File: config.mk
export PLATFORM = sky130hd
export DESIGN_NAME = crypto1_keystream_flat
export DESIGN_NICKNAME = d
export VERILOG_FILES = /design/src/rtl/crypto1_if.sv /design/src/rtl/crypto1_keystream.sv /design/src/flat_wrapper.sv
export SDC_FILE = /design/constraint.sdc
export NUM_CORES = 1
export LEC_CHECK = 0
export BUFFER_PORTS_ARGS = -buffer_cell sky130_fd_sc_hd__buf_2
export CAP_MARGIN = 25
export CORE_ASPECT_RATIO = 0.8
export CORE_UTILIZATION = 57
export DETAILED_ROUTE_END_ITERATION = 10
export MAX_ROUTING_LAYER = met4
export PLACE_DENSITY = 0.91
export SLEW_MARGIN = 20
export SYNTH_ARGS = -nofsm -noshare
export SYNTH_HDL_FRONTEND = slang
export SYNTH_SLANG_ARGS = --single-unit
File: constraint.sdc
create_clock -name CLK -period 5.25 [get_ports CLK]
set_input_delay 0.2625 -clock CLK [delete_from_list [all_inputs] [get_ports CLK]]
set_output_delay 0.2625 -clock CLK [all_outputs]
set_load 0.01 [all_outputs]
File: src/rtl/crypto1_if.sv
// Crypto1 keystream generator bus: key/run control in, serial and collected keystream out.
interface crypto1_if;
  logic [47:0] KEY;
  logic        LOAD;
  logic        START;
  logic [5:0]  NBITS;
  logic        IN_EN;
  logic [47:0] IN_WORD;
  logic        KS_BIT;
  logic        KS_VALID;
  logic [47:0] BITSTREAM;
  logic        DONE;
  logic        BUSY;
  logic [47:0] STATE;

  modport master (
    output KEY, LOAD, START, NBITS, IN_EN, IN_WORD,
    input  KS_BIT, KS_VALID, BITSTREAM, DONE, BUSY, STATE
  );

  modport slave (
    input  KEY, LOAD, START, NBITS, IN_EN, IN_WORD,
    output KS_BIT, KS_VALID, BITSTREAM, DONE, BUSY, STATE
  );
endinterface

File: src/rtl/crypto1_keystream.sv
// Crypto1 forward keystream: one filter bit per cycle from the 48-bit LFSR, optional input-word mixing.
// START-to-first-bit is one cycle; LOAD/START are dropped (not queued) while BUSY.
module crypto1_keystream (
  input  logic     CLK,
  input  logic     RESETn,
  crypto1_if.slave bus
);
  localparam logic [15:0] LUT_A = 16'hF22C;
  localparam logic [15:0] LUT_B = 16'hD938;
  localparam logic [31:0] LUT_C = 32'hEC57E80A;

  typedef enum logic [1:0] {ST_IDLE, ST_RUN, ST_DONE} state_t;

  state_t      state, state_nxt;
  logic [47:0] lfsr;
  logic [47:0] in_word_q;
  logic [47:0] bitstream;
  logic [5:0]  k;
  logic [5:0]  cnt;
  logic        in_en_q;
  logic [19:0] x;
  logic [4:0]  sel;
  logic        ks;
  logic        fb;

  // Filter taps are the odd state bits S9..S47.
  always_comb begin
    x = '0;
    for (int i = 0; i < 20; i++) x[i] = lfsr[9 + 2*i];
  end

  assign sel = {LUT_A[x[3:0]], LUT_B[x[7:4]], LUT_A[x[11:8]],
                LUT_A[x[15:12]], LUT_B[x[19:16]]};
  assign ks  = LUT_C[sel];

  assign fb = lfsr[0]  ^ lfsr[5]  ^ lfsr[9]  ^ lfsr[10] ^ lfsr[12] ^ lfsr[14] ^
              lfsr[15] ^ lfsr[17] ^ lfsr[19] ^ lfsr[24] ^ lfsr[25] ^ lfsr[27] ^
              lfsr[29] ^ lfsr[35] ^ lfsr[39] ^ lfsr[41] ^ lfsr[42] ^ lfsr[43] ^
              (in_en_q & in_word_q[k]);

  always_comb begin
    state_nxt = state;
    case (state)
      ST_IDLE: if (!bus.LOAD && bus.START) state_nxt = ST_RUN;
      ST_RUN:  if (k == cnt - 6'd1) state_nxt = ST_DONE;
      ST_DONE: state_nxt = ST_IDLE;
      default: state_nxt = ST_IDLE;
    endcase
  end

  always_ff @(posedge CLK or negedge RESETn) begin
    if (!RESETn) state <= ST_IDLE;
    else         state <= state_nxt;
  end

  always_ff @(posedge CLK or negedge RESETn) begin
    if (!RESETn) begin
      lfsr      <= '0;
      in_word_q <= '0;
      bitstream <= '0;
      k         <= '0;
      cnt       <= '0;
      in_en_q   <= 1'b0;
    end else begin
      case (state)
        ST_IDLE: begin
          // LOAD takes priority; a simultaneous START is discarded.
          if (bus.LOAD) begin
            lfsr <= bus.KEY;
          end else if (bus.START) begin
            cnt       <= (bus.NBITS == 6'd0 || bus.NBITS > 6'd48) ? 6'd48 : bus.NBITS;
            in_en_q   <= bus.IN_EN;
            in_word_q <= bus.IN_WORD;
            bitstream <= '0;
            k         <= '0;
          end
        end
        ST_RUN: begin
          bitstream[k] <= ks;
          lfsr         <= {fb, lfsr[47:1]};
          k            <= k + 6'd1;
        end
        default: ;
      endcase
    end
  end

  assign bus.KS_VALID  = (state == ST_RUN);
  assign bus.KS_BIT    = (state == ST_RUN) & ks;
  assign bus.BITSTREAM = bitstream;
  assign bus.DONE      = (state == ST_DONE);
  assign bus.BUSY      = (state != ST_IDLE);
  assign bus.STATE     = lfsr;
endmodule

File: src/flat_wrapper.sv
// flat-port wrapper written by rule: the top's interface ports become plain ports
module crypto1_keystream_flat 
  (CLK, RESETn, bus_KEY, bus_LOAD, bus_START, bus_NBITS, bus_IN_EN, bus_IN_WORD, bus_KS_BIT, bus_KS_VALID, bus_BITSTREAM, bus_DONE, bus_BUSY, bus_STATE);
  crypto1_if bus_i ();
  input  logic CLK;
  input  logic RESETn;
  input wire logic [$bits(bus_i.KEY)-1:0] bus_KEY;
  input wire logic [$bits(bus_i.LOAD)-1:0] bus_LOAD;
  input wire logic [$bits(bus_i.START)-1:0] bus_START;
  input wire logic [$bits(bus_i.NBITS)-1:0] bus_NBITS;
  input wire logic [$bits(bus_i.IN_EN)-1:0] bus_IN_EN;
  input wire logic [$bits(bus_i.IN_WORD)-1:0] bus_IN_WORD;
  output wire logic [$bits(bus_i.KS_BIT)-1:0] bus_KS_BIT;
  output wire logic [$bits(bus_i.KS_VALID)-1:0] bus_KS_VALID;
  output wire logic [$bits(bus_i.BITSTREAM)-1:0] bus_BITSTREAM;
  output wire logic [$bits(bus_i.DONE)-1:0] bus_DONE;
  output wire logic [$bits(bus_i.BUSY)-1:0] bus_BUSY;
  output wire logic [$bits(bus_i.STATE)-1:0] bus_STATE;
  assign bus_i.KEY = bus_KEY;
  assign bus_i.LOAD = bus_LOAD;
  assign bus_i.START = bus_START;
  assign bus_i.NBITS = bus_NBITS;
  assign bus_i.IN_EN = bus_IN_EN;
  assign bus_i.IN_WORD = bus_IN_WORD;
  assign bus_KS_BIT = bus_i.KS_BIT;
  assign bus_KS_VALID = bus_i.KS_VALID;
  assign bus_BITSTREAM = bus_i.BITSTREAM;
  assign bus_DONE = bus_i.DONE;
  assign bus_BUSY = bus_i.BUSY;
  assign bus_STATE = bus_i.STATE;
  crypto1_keystream u_core (.CLK(CLK), .RESETn(RESETn), .bus(bus_i));
endmodule
## Word level (Yosys, flattened, before mapping)

Memory sizes are Yosys's and may differ from the RTL's.
Cells that the tools add are included.

| word-level totals | value |
|---|---|
| bits in registers | 159 |
| memory bits (read-only) | 112 |
| word-level logic and storage cells | 88 |
| memories kept | 6 |

| cells by class | value |
|---|---|
| $add $sub $neg | 2 |
| order comparisons | 9 |
| eq/ne operators | 8 |
| muxes and demuxes | 23 |
| bitwise gates (word level) | 21 |
| reduce and logical (&&, ||, !) cells | 12 |

Memories:

| memory | words | bits a word | read ports | clocked after Yosys merged registers in | wr ports | RTL line | text |
|---|---|---|---|---|---|---|---|
| (name not given) | 32 | 1 | 1 | 0 | 0 | crypto1_keystream.sv:34 | `assign ks = LUT_C[sel];` |
| (name not given) | 16 | 1 | 1 | 0 | 0 | crypto1_keystream.sv:32 | `assign sel = {LUT_A[x[3:0]], LUT_B[x[7:4]], LUT_A[x[11:8]],` |
| (name not given) | 16 | 1 | 1 | 0 | 0 | crypto1_keystream.sv:32 |  |
| (name not given) | 16 | 1 | 1 | 0 | 0 | crypto1_keystream.sv:32 |  |
| (name not given) | 16 | 1 | 1 | 0 | 0 | crypto1_keystream.sv:33 | `LUT_A[x[15:12]], LUT_B[x[19:16]]};` |
| (name not given) | 16 | 1 | 1 | 0 | 0 | crypto1_keystream.sv:33 |  |

Operator list:

| cell | number |
|---|---|
| $pmux W48 S2 | 2 |
| $mux W48 | 3 |
| $bwmux W48 | 1 |
| $lt A4 B5 Y1 const B | 5 |
| $mux W6 | 3 |
| $xor A1 B1 Y1 | 18 |
| $pmux W6 S2 | 1 |
| $mux W1 | 8 |
| $lt A6 B7 Y1 const B | 1 |
| $add A6 B1 Y6 const B | 1 |
| $bmux W1 S6 | 1 |
| $demux W1 S6 | 1 |
| $eq A6 B6 Y1 | 1 |
| $ge A6 B1 Y1 const B | 1 |
| $gt A6 B6 Y1 const B | 1 |
| $logic_not A6 Y1 | 1 |
| $lt A5 B6 Y1 const B | 1 |
| $ne A2 B2 Y1 const B | 3 |
| $reduce_and A3 Y1 | 2 |
| $sub A6 B1 Y6 const B | 1 |
| $mux W2 | 2 |
| $ne A2 B1 Y1 const B | 2 |
| $pmux W2 S2 | 1 |
| $reduce_and A2 Y1 | 2 |
| other kinds (9) | 12 |

## Logic depth before layout (Yosys ltp)

| depth | value |
|---|---|
| word-level depth | 19 |
| mapped depth | 10 |
| depth with buffers taken out | 8 |

## Least setup slack after synthesis

Ideal clock, no wire load.

| timing | value |
|---|---|
| path kind | register to output |
| from | register u_core.lfsr[43] (netlist: u_core.bus.STATE[43]) |
| to | output bus_KS_BIT |
| data arrival time | 2.023 ns |
| required time | 4.988 ns |
| slack | 2.964 ns |
| cell stages (with the launch flop) | 9 |
| path buffers | 1 |
| cells stage by stage | dfrtp_1 > inv_2 > ha_1 > mux4_2 > and3_1 > a211o_1 > nand4_2 > buf_2 > inv_1 |

| between the ends | value |
|---|---|
| longest elaborated chain between the ends | 5 |

RTL lines:

| item | RTL line | text |
|---|---|---|
| from (decl) | crypto1_keystream.sv:15 | `logic [47:0] lfsr;` |
| from (signal assigned) | crypto1_keystream.sv:69 | `lfsr <= bus.KEY;` |
| from (signal assigned) | crypto1_keystream.sv:80 | `lfsr <= {fb, lfsr[47:1]};` |
| $mem_v2 Z16 W1 | - |  |
| $mux W1 (implied by the code) | crypto1_keystream.sv:33 |  |
| $mem_v2 Z32 W1 | - |  |
| $mux W1 (implied by the code) | crypto1_keystream.sv:34 |  |
| $and A1 B1 Y1 | crypto1_keystream.sv:89 | `assign bus.KS_BIT = (state == ST_RUN) & ks;` |
| to (decl) | flat_wrapper.sv:13 | `output wire logic [$bits(bus_i.KS_BIT)-1:0] bus_KS_BIT;` |

Every way passes these cells. The select of a mux whose other input is x is not followed.

## Worst setup path after layout

Same ends and word-level chain as after synthesis.

==> impl_metrics.toml <==
[outcome]
status = "finished clean"

[critical_path]
critPathCaptureType = "output pin"
crit_start = "u_core.bus.STATE[43]$_DFFE_PN0P_"
critPathMaxFanout = 49
r2r-start = "u_core.k[2]$_DFFE_PN0P_"
reg2reg_slack_ns = 2.54
r2r-end = "u_core.bus.STATE[47]$_DFFE_PN0P_"
arrival_ns = 2.95
required_ns = 4.99
startpoint_type = "flip-flop"
worst-r2r-cell-count = 7
crit_type = "reg -> out"

[synthesis]
synth.most_common_cell = "dfrtp_1"
yosys.cell_types.count = 48
synth_area_mm2 = 0.00794
async_flop_share_pct = 100
yosys.area.top_type_share_pct = 50.1
synth_cells = 747
synth_common_cells = "dfrtp_1, nand2_1, mux2i_1, o21ai_0, mux2_2"
ys.flop_type = "dfrtp_1"
synth-compound-area-share_pct = 9.55
synth_nets = 860
synth_edf_count = 0
yosysWarnings = 0
yosysTopAreaCell = "dfrtp_1"
synth-simple-area-share_pct = 12.4
synth.area.mux_share_pct = 20.7
seq_area_frac_synth_pct = 50.1
syn_avg_cell_area_um2 = 10.6
ys_seq_elements = 159
synthTopCellsByArea = "dfrtp_1, mux2i_1, mux2_2"
synthAdderAreaFrac_pct = 0.945
synth_top_family_by_area = "multiplexers"
synth_xor_area_share_pct = 2.82

[layout]
fin_nets = 1044
drive_above_1_share_pct = 33.4
area_growth_pct = 22.2
seqCellArea_mm2 = 0.00398
multi_input_area_mm2 = 0.00370
fillers = 1011

[sta]
worstMarginPinSlew_ns = 0.879
finalMaxSlewViolations = 0
rsz0062_at_grt = "false"
period_share_pct = 61.2
hold_violations = 0
setup_tns_ns = 0
timing.fmax_ghz = 0.311
fin_skew_ns = 0.0136
finalSetupViolCount = 0
slew_headroom_pct = 40.9
fin_crit_ns = 3.21
setup_slack_ns = 2.04

[hold_path]
worstHoldEndpoint = "u_core.in_word_q[18]$_DFFE_PN0P_"
whs_path_depth = 2
min-delay-start = "bus_IN_WORD[18]"
min_path_type = "in -> reg"

[placement]
post-place-ws_ns = 2.52
io_buffers = 206
dp_hpwl_um = 13600
gp_congestion = 0.865

[clocking]
clock-root-buffer = "clkbuf_16"
cts_hold_buf = 0
clock_path_buffers = 2
insertion_delay_ns = 0.43
numCtsBuffers = 17
path_clk_slew_ns = 0.07
h-tree-depth = 4
cts_tree = "built"
cts_setup_buffers = 0
post_cts_resized = 0
clkSinkCount = 159

[power_and_ir_drop]
power_leakage_nw = 4.95
powerDensity_mw_per_mm2 = 729
vdd_drop_max_mv = 0.444

[job]
cap_violations = 0

[route]
drc = 0
firstDrtPassIters = 5
vias = 6418
drt-initial-drc-count = 534
antenna_left = 0
viasPerCell = 5.71
wl_um = 20100
wl_per_cell_um = 17.9

[floorplanning]
io_pins = 207
fp-row-count = 38
die_x_um = 134
coreArea_mm2 = 0.0136
initial_core_util_pct = 58.4
die_h_um = 108
die_area_mm2 = 0.0144

[global_routing]
antenna_found_initial = 1
overflow = 0
grt_max_degree = 109
first_global_vias = 6234
grt_pass1_wl_um = 32200
grt_usage_pct = 30.2
state kept, by name (all words and copies together), names as in the netlist:
signal and flops:
u_core.bus.BITSTREAM 48, u_core.bus.STATE 48, u_core.cnt 6, u_core.in_en_q 1, u_core.in_word_q 48, u_core.k 6
u_core.state 2
placed cells by master, fill, tap and decap left out, types with 4 or more instances in the layout:
cell type	synthesis	final
mux2i_1	92	92
and2_1	5	5
nor2b_1	8	8
mux4_2	6	6
dfrtp_1	159	159
buf_2	12	205
nand2b_1	7	6
nand3b_1	4	4
a21oi_1	5	5
ha_1	6	6
inv_8	0	4
xnor2_1	20	20
inv_1	10	9
o211ai_1	12	12
o21ai_0	68	68
mux2_2	52	52
inv_6	0	4
nand3_1	14	14
nand2_1	146	146
clkbuf_16	0	17
nor3_1	8	8
o31ai_1	9	9
nor2_1	20	20
buf_4	2	8
cell families after synthesis:
family                   Yosys count
AND/OR/NAND/NOR                  225
multiplexers                     150
AO/OA/AOI/OAI                    120
adder cells (fa/ha/maj)            6
XOR/XNOR                          24
buffers and inverters             63
flip-flops                       159
worst max-delay path: stages (launching register included):
cell     delay (ns)
dfrtp_1        0.46
inv_2          0.06
ha_1           0.28
mux4_2         0.50
and3_1         0.17
a211o_1        0.28
nand4_2        0.09
buf_4          0.43
inv_1          0.07
buf_2          0.15
where the power goes:
| part | switching (W) | internal [W] |
|---|---|---|
| Sequential | 0.000553 | 0.00181 |
| Clock | 0.000549 | 0.000767 |
| Combinational | 0.00189 | 0.00151 |
| Total | 0.00299 | 0.00409 |
stage by stage:
step / power [W] / utilization [%] / cell area [um^2] / cells / hold slack [ns]
after floorplan: 0.00473 / - / 7940 / 747 / -0.0331
after global placement: 0.00557 / 66.5 / 9050 / 1090 / 0.455
after detailed placement: 0.00571 / 66.5 / 9050 / 1090 / 0.456
after CTS: 0.00706 / 71.1 / 9670 / 1121 / 0.00963
after global routing: 0.00754 / 71.4 / 9710 / 1124 / 0.0558
final: 0.00708 / 71.4 / 9710 / 1124 / 0.0725
per-layer routing:
layer | GRT usage (%) | wire (um) | share of wire [%] | vias up
met2 | 45.6 | 9360 | 47 | 294
met5 | - | 0 | 0 | -
met4 | 9.98 | 292 | 1.5 | 0
met1 | 40.8 | 8910 | 44 | 3119
met3 | 6.59 | 1510 | 7.5 | 28
li1 | - | - | - | 2977
final cells by class:
type                            count  share of cell area [%]
Antenna cell                        1                  0.0258
Clock buffer                       17                    4.38
Clock inverter                     14                    2.01
Inverter                           12                   0.464
Multi-Input combinational cell    525                    38.1
Sequential cell                   159                    41.0
Tap cell                          180                    2.32
Timing Repair Buffer              216                    11.7
worst max path at each step:
| stage | endpoint | cells after the start |
|---|---|---|
| floorplan | bus_KS_BIT | 8 |
| global placement | bus_KS_BIT | 8 |
| detailed placement | bus_KS_BIT | 9 |
| CTS | bus_KS_BIT | 9 |
| global route | bus_KS_BIT | 8 |
| finish | bus_KS_BIT | 9 |
(Power assumes the default switching activity.)
